File: config.mk
export PLATFORM = sky130hd
export DESIGN_NAME = hovalaag_sequencer
export DESIGN_NICKNAME = d
export VERILOG_FILES = /design/src/rtl/hovalaag_sequencer.sv
export SDC_FILE = /design/constraint.sdc
export NUM_CORES = 1
export LEC_CHECK = 0
export BUFFER_PORTS_ARGS = -buffer_cell sky130_fd_sc_hd__buf_4
export CORE_MARGIN = 4
export CORE_UTILIZATION = 30
export DETAILED_ROUTE_END_ITERATION = 8
export PLACE_DENSITY = 0.64
export SKIP_CTS_REPAIR_TIMING = 1
export SLEW_MARGIN = 25
export SYNTH_ARGS = -nofsm -noshare
export SYNTH_HDL_FRONTEND = slang
export SYNTH_SLANG_ARGS = --single-unit
File: constraint.sdc
create_clock -name inv_clk -period 1.8 [get_ports inv_clk]
set_input_delay 0.09 -clock inv_clk [delete_from_list [all_inputs] [get_ports inv_clk]]
set_output_delay 0.09 -clock inv_clk [all_outputs]
set_load 0.01 [all_outputs]
File: src/rtl/hovalaag_sequencer.sv
// rtl/hovalaag_sequencer.sv - Hovalaag wrapper load/execute/readback sequencer on inv_clk.
// HOVSEQ_DBG_EN: when defined, C0..C3 capture registers A-D into dbg_abcd; otherwise dbg_abcd is 0.
module hovalaag_sequencer (
  input  logic        inv_clk,
  input  logic        reset,
  input  logic        cmd_valid,
  output logic        cmd_ready,
  input  logic [31:0] cmd_instr,
  input  logic        in1_valid,
  output logic        in1_ready,
  input  logic [11:0] in1_data,
  input  logic        in2_valid,
  output logic        in2_ready,
  input  logic [11:0] in2_data,
  output logic        res_valid,
  input  logic        res_ready,
  output logic [11:0] res_data,
  output logic        res_chan,
  output logic [7:0]  pc,
  output logic [31:0] dbg_abcd,
  output logic        busy,
  output logic [9:0]  hov_addr,
  output logic [5:0]  hov_io_in,
  input  logic [7:0]  hov_io_out
);

  typedef enum logic [3:0] {
    S_IDLE, S_I1L, S_I1H, S_I2L, S_I2H,
    S_C0, S_C1, S_C2, S_C3, S_C4, S_EX, S_PC, S_OL, S_OH, S_RW
  } state_t;

  state_t      state;
  logic [31:0] ir;
  logic [11:0] s1, s2;
  logic        p1, p2, ov, os;
  logic [31:0] bus_ir;

  assign cmd_ready = (state == S_IDLE);
  assign busy      = (state != S_IDLE);

  // On accept the instruction is not yet in ir, so C0 must be fed from cmd_instr.
  assign bus_ir = (state == S_IDLE) ? cmd_instr : ir;

  // Bus value registered on entry to state s. Reads of 6..9 carry the shadow so
  // the wrapper's IN registers are rewritten with what they already hold.
  function automatic logic [15:0] bus_for(state_t s, logic [31:0] instr);
    logic [15:0] b;
    b = 16'd0;
    case (s)
      S_I1L:   if (in1_valid) b = {10'h040, in1_data[5:0]};
      S_I1H:   b = {10'h080, in1_data[11:6]};
      S_I2L:   if (in2_valid) b = {10'h100, in2_data[5:0]};
      S_I2H:   b = {10'h200, in2_data[11:6]};
      S_C0:    b = {10'h001, instr[5:0]};
      S_C1:    b = {10'h002, instr[11:6]};
      S_C2:    b = {10'h004, instr[17:12]};
      S_C3:    b = {10'h008, instr[23:18]};
      S_C4:    b = {10'h010, instr[29:24]};
      S_EX:    b = {10'h020, 4'b0000, instr[31:30]};
      S_PC:    b = {10'h040, s1[5:0]};
      S_OL:    b = {10'h080, s1[11:6]};
      S_OH:    b = {10'h100, s2[5:0]};
      default: b = 16'd0;
    endcase
    return b;
  endfunction

  always_ff @(posedge inv_clk) begin
    if (reset) begin
      state     <= S_IDLE;
      ir        <= 32'd0;
      s1        <= 12'd0;
      s2        <= 12'd0;
      p1        <= 1'b1;
      p2        <= 1'b1;
      ov        <= 1'b0;
      os        <= 1'b0;
      pc        <= 8'd0;
      res_data  <= 12'd0;
      res_chan  <= 1'b0;
      res_valid <= 1'b0;
      in1_ready <= 1'b0;
      in2_ready <= 1'b0;
      hov_addr  <= 10'd0;
      hov_io_in <= 6'd0;
    end else begin
      in1_ready <= 1'b0;
      in2_ready <= 1'b0;
      hov_addr  <= 10'd0;
      hov_io_in <= 6'd0;
      case (state)
        S_IDLE: begin
          if (cmd_valid) begin
            ir <= cmd_instr;
            if (p1) begin
              state <= S_I1L;
              {hov_addr, hov_io_in} <= bus_for(S_I1L, bus_ir);
            end else if (p2) begin
              state <= S_I2L;
              {hov_addr, hov_io_in} <= bus_for(S_I2L, bus_ir);
            end else begin
              state <= S_C0;
              {hov_addr, hov_io_in} <= bus_for(S_C0, bus_ir);
            end
          end
        end
        // The low half only counts once it was actually driven, i.e. valid was high on entry.
        S_I1L: begin
          if (hov_addr[6]) begin
            state     <= S_I1H;
            in1_ready <= 1'b1;
            {hov_addr, hov_io_in} <= bus_for(S_I1H, bus_ir);
          end else begin
            {hov_addr, hov_io_in} <= bus_for(S_I1L, bus_ir);
          end
        end
        S_I1H: begin
          if (in1_valid) begin
            s1 <= in1_data;
            p1 <= 1'b0;
            if (p2) begin
              state <= S_I2L;
              {hov_addr, hov_io_in} <= bus_for(S_I2L, bus_ir);
            end else begin
              state <= S_C0;
              {hov_addr, hov_io_in} <= bus_for(S_C0, bus_ir);
            end
          end else begin
            state <= S_I1L;
            {hov_addr, hov_io_in} <= bus_for(S_I1L, bus_ir);
          end
        end
        S_I2L: begin
          if (hov_addr[8]) begin
            state     <= S_I2H;
            in2_ready <= 1'b1;
            {hov_addr, hov_io_in} <= bus_for(S_I2H, bus_ir);
          end else begin
            {hov_addr, hov_io_in} <= bus_for(S_I2L, bus_ir);
          end
        end
        S_I2H: begin
          if (in2_valid) begin
            s2    <= in2_data;
            p2    <= 1'b0;
            state <= S_C0;
            {hov_addr, hov_io_in} <= bus_for(S_C0, bus_ir);
          end else begin
            state <= S_I2L;
            {hov_addr, hov_io_in} <= bus_for(S_I2L, bus_ir);
          end
        end
        S_C0: begin
          state <= S_C1;
          {hov_addr, hov_io_in} <= bus_for(S_C1, bus_ir);
        end
        S_C1: begin
          state <= S_C2;
          {hov_addr, hov_io_in} <= bus_for(S_C2, bus_ir);
        end
        S_C2: begin
          state <= S_C3;
          {hov_addr, hov_io_in} <= bus_for(S_C3, bus_ir);
        end
        S_C3: begin
          state <= S_C4;
          {hov_addr, hov_io_in} <= bus_for(S_C4, bus_ir);
        end
        S_C4: begin
          state <= S_EX;
          {hov_addr, hov_io_in} <= bus_for(S_EX, bus_ir);
        end
        // Status bits: 0/1 = IN1/IN2 wanted, 2/3 = OUT1/OUT2 written.
        S_EX: begin
          p1    <= p1 | hov_io_out[0];
          p2    <= p2 | hov_io_out[1];
          ov    <= hov_io_out[2] | hov_io_out[3];
          os    <= hov_io_out[3];
          state <= S_PC;
          {hov_addr, hov_io_in} <= bus_for(S_PC, bus_ir);
        end
        S_PC: begin
          pc <= hov_io_out;
          if (ov) begin
            state <= S_OL;
            {hov_addr, hov_io_in} <= bus_for(S_OL, bus_ir);
          end else begin
            state <= S_IDLE;
          end
        end
        S_OL: begin
          res_data[7:0] <= hov_io_out;
          state         <= S_OH;
          {hov_addr, hov_io_in} <= bus_for(S_OH, bus_ir);
        end
        S_OH: begin
          res_data[11:8] <= hov_io_out[3:0];
          res_chan       <= os;
          res_valid      <= 1'b1;
          state          <= S_RW;
        end
        S_RW: begin
          if (res_ready) begin
            res_valid <= 1'b0;
            state     <= S_IDLE;
          end
        end
        default: state <= S_IDLE;
      endcase
    end
  end

`ifdef HOVSEQ_DBG_EN
  logic [31:0] dbg_q;

  always_ff @(posedge inv_clk) begin
    if (reset) begin
      dbg_q <= 32'd0;
    end else begin
      case (state)
        S_C0:    dbg_q[7:0]   <= hov_io_out;
        S_C1:    dbg_q[15:8]  <= hov_io_out;
        S_C2:    dbg_q[23:16] <= hov_io_out;
        S_C3:    dbg_q[31:24] <= hov_io_out;
        default: dbg_q        <= dbg_q;
      endcase
    end
  end

  assign dbg_abcd = dbg_q;
`else
  assign dbg_abcd = 32'd0;
`endif

endmodule

==> impl_results.md, run 1 <==
- CP Max Fanout: 9
- Number of max-cap violations: 0
- Setup tns final: 0 ps
- Worst Path Arrival: 1980 ps
- Final Skew: 8.64 ps
- Clk pin slew, worst setup/hold paths: 70 ps
- Failing checks: negative hold slack
- Vias in the first global route: 4,321
- H-tree Lvls: 3
- Row cnt: 45
- Gr ovfl total: 0
- Routability Congestion: 0.944
- Final hold vios: 9
- CP Capture Type: register
- Distinct cells, synth: 55
- Hold Path Class: in2reg
- Die footprint: 17,700 sq um
- Layout cell share with drive strength beyond 1: 0.285
- Final Critical Period: 1760 ps
- Post-DRT Antenna Nets: 0
- Hold slack: -13.4 ps
- Core Area: 15,300 sq um
- Syn avg cell area: 7.76 sq um
- Seq cells post-synth: 98
- Main synth FF type: dfxtp_1
- CTS root buf: clkbuf_16
- Post-synth EDFFs: 0
- Leading post-synthesis cells by cell area: dfxtp_1, nand2_1, a21oi_1
- Final period utilization: 0.977
- Ys async rst share: 0
- Initial antenna violation count: 0
- Top cell type's share of synthesized area: 0.419
- Clock sinks: 98
- R2R depth: 6
- Via/cell ratio: 4.77
- Post-synthesis sequential area ratio: 0.419
- Drt initial violations: 399
- Outcome: finished, violations left
- CTS Buf Count: 9
- Leakage: 2.80 nW
- Layout area overhead: 45.1%
- Drt pass-1 iters: 5
- Total placed cells including tap cells: 950
- FMAX: 569 MHz
- Post-route insts no fill: 1,001
- Cells after Synth: 603
- Required @ worst endpoint: 2020 ps
- Maximum VDD drop: 560 uV
- Largest net degree at the start of global routing: 33
- Critical path class: reg2reg
- Die Height: 133 um
- Final Setup Violations: 0
- Setup crit start kind: register
- GRT Total Usage: 0.171
- Max Root-Sink Buffers: 2
- PD cells: 1010 nW/um^2
- Synth warn: 0
- I/O pin total: 144
- HPWL after DPL: 12.1 mm
- Syn Std Cell Area: 4680 sq um
- Number of inserted diodes: 0
- Via count: 4,771
- Die Width: 133 um
- Worst Hold Depth: 3
- Clk_lat worst skew: 350 ps
- DRC violations left: 0
- Port Buf Inserts: 111
- Final net count: 855
- Initial Utilization: 0.307
- Placement Cell Area: 6000 sq um
- First-pass GRT wire length: 23.8 mm
- TritonCTS clock tree: built
- Wire length per cell: 16.0 um
- Post-route cell area: 6790 sq um
- Max Slew Vio Count: 0
- Final wirelength: 16.0 mm
- Area leader, netlist: dfxtp_1
flip-flops by register name (all words and copies together) (netlist names):
signal,cells
in1_ready,1
state,4
res_data,12
ov,1
hov_io_in,6
s1,12
in2_ready,1
p2,1
res_valid,1
s2,6
res_chan,1
hov_addr,10
p1,1
os,1
pc,8
ir,32
final timing paths:
| path | startpoint | to | slack [ps] |
|---|---|---|---|
| worst max-delay path | state[0] | hov_io_in[1] | 40 |
| worst min-delay path | cmd_instr[21] | ir[21] | -10 |
| worst max register to register | state[0] | hov_io_in[1] | 40 |
| worst min register to register | ir[21] | ir[21] | 450 |
where the power goes:
group | internal (mW) | total (mW) | leakage [nW] | switching (mW)
clock | 1.23 | 2.11 | 0.153 | 0.884
sequential | 2.36 | 2.51 | 0.797 | 0.151
combinational | 1.06 | 2.26 | 1.85 | 1.20
metrics by stage:
step / util / power [mW] / hold slack, ps / worst slack (ps)
final: 0.445 / 6.89 / -13.4 / 42.1
after global routing: 0.445 / 7.23 / 1.92 / -4.87
after CTS: 0.414 / 6.70 / -33.0 / -86.5
after detailed placement: 0.393 / 4.59 / 346 / -57.7
after global placement: 0.393 / 4.59 / 336 / 29.3
after floorplan: - / 3.69 / 226 / 160
cell families (layout without fill, tap and decap cells):
group                  count (synthesis)  after routing  share of synthesized area
muxes                                 20             20                     0.0436
AOI/OAI and AO/OA                    153            153                      0.212
DFF                                   98             98                      0.419
and+or+nand+nor                      253            253                      0.230
other                                  1             32                   0.000801
buffers and inverters                 78            234                     0.0952
worst max-delay path: stages (launching register included):
cell and delay [ps]:
dfxtp_4 370, or4_4 530, buf_6 160, a21oi_2 100
o22ai_1 100, a221oi_2 240, a31oi_1 120
per-layer routing:
layer	up-vias	share of wire	GRT usage
met5	-	0	0
met4	0	0.012	0.0370
met3	16	0.068	0.0506
met2	170	0.47	0.264
met1	2218	0.45	0.237
li1	2367	-	-
cell usage after synthesis, types with 2 or more instances:
cell       count
a21oi_1       80
mux2_2         3
a31oi_1        4
o21bai_1       3
nor2_1        42
clkbuf_1      21
a2111oi_2      2
nand2b_1       3
inv_1          7
o22ai_1        5
nor3_2         2
o21ai_0       16
dfxtp_1       98
a41oi_1        2
and3_1         3
a32o_1         2
a32oi_1        2
nand3b_1       3
a221oi_1       5
buf_2         13
o211ai_1       4
o2bb2ai_1      3
a22oi_1        8
nor4_1         2
nor3_1         9
nor2b_1        8
buf_4         35
or3_1          2
a22o_1         3
a211oi_1       2
and2_1         2
nand3_1       10
nand2_1      159
mux2i_1       17
or2_2          2
a221o_1        2
cells in the final DEF, fill, tap and decap left out, drive strengths merged, types with 8 or more instances in the layout:
cell type,netlist,layout
a21oi,81,81
a22oi,8,8
buf,48,177
clkbuf,21,10
conb,1,32
dfxtp,98,98
dlygate4sd3,0,31
inv,7,9
mux2i,17,17
nand2,159,159
nand3,10,10
nor2,43,43
nor2b,8,8
nor3,11,11
o21ai,16,16
final cells by class:
class / instances / area (sq um)
Multi-Input combinational cell: 458 / 2460
Fill cell: 1587 / 8470
Sequential cell: 98 / 1970
Inverter: 9 / 38.8
Clock inverter: 7 / 101
Timing Repair Buffer: 209 / 1730
Clock buffer: 9 / 225
Tap cell: 211 / 264
Power figures use the tool's default switching activity.
==> run 2, diff against run 1 <==
--- a/config.mk
+++ b/config.mk
@@ -7,9 +7,10 @@
 export LEC_CHECK = 0
 export BUFFER_PORTS_ARGS = -buffer_cell sky130_fd_sc_hd__buf_4
 export CORE_MARGIN = 4
-export CORE_UTILIZATION = 30
+export CORE_UTILIZATION = 51
 export DETAILED_ROUTE_END_ITERATION = 8
-export PLACE_DENSITY = 0.64
+export PLACE_DENSITY = 0.92
+export SETUP_SLACK_MARGIN = 0.1
 export SKIP_CTS_REPAIR_TIMING = 1
 export SLEW_MARGIN = 25
 export SYNTH_ARGS = -nofsm -noshare
==> impl_results.md, run 2 (synthesis results as in run 1) <==
- Total placed cells including tap cells: 838 (-12%)
- Setup crit start kind: register
- Post-route insts no fill: 905 (-9.6%)
- Worst setup margin: -66.3 ps (-108 ps)
- Failing checks: negative hold slack, negative setup slack
- Port Buf Inserts: 111 (unchanged)
- RSZ-0062 raised after global routing: yes
- Layout area overhead: 41.8%
- Max reg flops: 32 (unchanged)
- Layout cell share with drive strength beyond 1: 0.286 (+0.00126)
- CP cell instances: or4_1 > buf_6 > buf_4 > nor2_1 > o21ai_0 > a311oi_1
- Die footprint: 10,800 sq um (-39%)
- R2R setup slack: -70 ps (-110 ps)
- Power share of the combinational group: 0.378 (+0.049)
- Largest net degree at the start of global routing: 38 (+15%)
- Final Critical Period: 1870 ps (+108 ps)
- Via count: 5,133 (+7.6%)
- Number of max-cap violations: 0 (unchanged)
- Vias in the first global route: 4,502 (+4.2%)
- Largest regs: ir x32, res_data x12, s1 x12
- Placement Cell Area: 5840 sq um (-2.6%)
- Sequential share of power: 0.402 (+0.038)
- Post-DRT Antenna Nets: 0 (unchanged)
- I/O pin total: 144 (unchanged)
- TritonCTS clock tree: built
- Hold Path Class: in2reg
- Number of inserted diodes: 0 (unchanged)
- Gr ovfl total: 0 (unchanged)
- Crit path largest cell delay: 520 ps (about the same)
- Outcome: finished, violations left
- GRT Total Usage: 0.273 (+0.102)
- Critical Path Slowest Stage Cell: or4_1
- Hold slack: -23.0 ps (-9.64 ps)
- Fill cells: 644 (-59%)
- CP Capture Type: register
- Clock sinks: 98 (unchanged)
- Leakage: 2.77 nW (-1.1%)
- PD cells: 943 nW/um^2 (-7.1%)
- Clk_lat worst skew: 370 ps (+20 ps)
- Required @ worst endpoint: 2050 ps (+30 ps)
- Measured slew at the worst slew-check pin: 525 ps
- Initial antenna violation count: 0 (unchanged)
- Final Skew: 16.2 ps (+7.58 ps)
- Routability Congestion: 0.985 (+4.3%)
- Setup tns final: -66.3 ps (-66.3 ps)
- Final wirelength: 16.5 mm (+3.2%)
- Worst Path Buf+Inv: 2 (+1)
- Via/cell ratio: 5.67 (+19%)
- Max Root-Sink Buffers: 2 (unchanged)
- Maximum VDD drop: 554 uV (-1.1%)
- Critical path class: reg2reg
- Row cnt: 34 (-24%)
- Post-Place Setup Slack: -106 ps (-48.1 ps)
- FMAX: 536 MHz (-5.8%)
- Slew HR: 0.648
- Max Slew Vio Count: 0 (unchanged)
- Final Setup Violations: 1 (+1)
- HPWL after DPL: 11.6 mm (-4.2%)
- CP Max Fanout: 9 (unchanged)
- Sw power: 2.24 mW (-0.11%)
- Clk pin slew, worst setup/hold paths: 100 ps (+30 ps)
- Wire length per cell: 18.3 um (+14%)
- Worst Path Arrival: 2120 ps (+140 ps)
- Drt initial violations: 449 (+13%)
- H-tree Lvls: 3 (unchanged)
- Final net count: 862 (+0.82%)
- Commonest non-fill, non-tap cell in the layout: buf_4
- P_int: 4.02 mW (-14%)
- Final hold vios: 7 (-2)
- Die Height: 104 um (-22%)
- CTS root buf: clkbuf_8
- CTS Buf Count: 9 (unchanged)
- Reg with most FFs: ir
- Most frequent cells in the layout: buf_4, nand2_1, dfxtp_1, a21oi_1, dlygate4sd3_1
- Final period utilization: 1.04 (+0.0602)
- Drt pass-1 iters: 5 (unchanged)
- Clock Power Share: 0.220 (-0.087)
- Switching portion of total power: 0.358 (+0.0325)
- Core Area: 8810 sq um (-42%)
- Post-route cell area: 6630 sq um (-2.3%)
- First-pass GRT wire length: 24.0 mm (+0.96%)
- DRC violations left: 0 (unchanged)
- Initial Utilization: 0.531 (+0.225)
- CP top delay family: simple AND/OR/NAND/NOR gates
- Die Width: 104 um (-22%)
[run 2: cell types whose count changed in the layout (fill, tap and decap cells not counted), sizes merged]
cell,change
clkbuf,+1
clkinv,-1
bufinv,-2
dlygate4sd3,+11
clkinvlp,+1
buf,-3
[run 2: cell type report]
type	count	area [sq um]	share of cell area
inverter	9	46.3	0.00698
clock inverter	5	45.0	0.00679
timing repair buffer	216	1820	0.275
clock buffer	11	141	0.0213
tap	108	135	0.0204
multi-input combinational	458	2470	0.373
sequential	98	1970	0.297
[run 2: per-layer routing]
metal,GRT usage,vias to the layer above,wire (um)
met1,0.384,2421,6740
met5,0,-,0
met2,0.429,293,8070
li1,-,2387,-
met3,0.0423,32,1360
met4,0.0912,0,367
[run 2: power groups by stage]
| stage | Sequential, mW | Combinational [mW] | Clock, mW |
|---|---|---|---|
| floorplan | 2.50 | 1.19 | 0 |
| global placement | 2.55 | 2.01 | 0 |
| detailed placement | 2.55 | 2.03 | 0 |
| CTS | 2.51 | 2.04 | 1.40 |
| global route | 2.53 | 2.52 | 1.50 |
| finish | 2.51 | 2.36 | 1.38 |
[run 2: metrics by stage]
| stage | power [mW] | utilization |
|---|---|---|
| after floorplan | 3.69 | - |
| after global placement | 4.56 | 0.663 |
| after detailed placement | 4.59 | 0.663 |
| after CTS | 5.95 | 0.684 |
| after global routing | 6.54 | 0.753 |
| final | 6.25 | 0.753 |
[run 2: final timing paths]
kind / from / end / cells after the start
hold / removal: in2_data[5] / s2[5] / 3
setup / recovery: state[1] / state[1] / 6
setup reg to reg: state[1] / state[1] / 6
hold reg to reg: res_data[4] / res_data[4] / 2
[run 2: worst min-delay path: cells and delay by family]
kind	cells	cell delay, ps
AND/OR/NAND/NOR	1	80
buffers and inverters	1	80
multiplexers	1	60
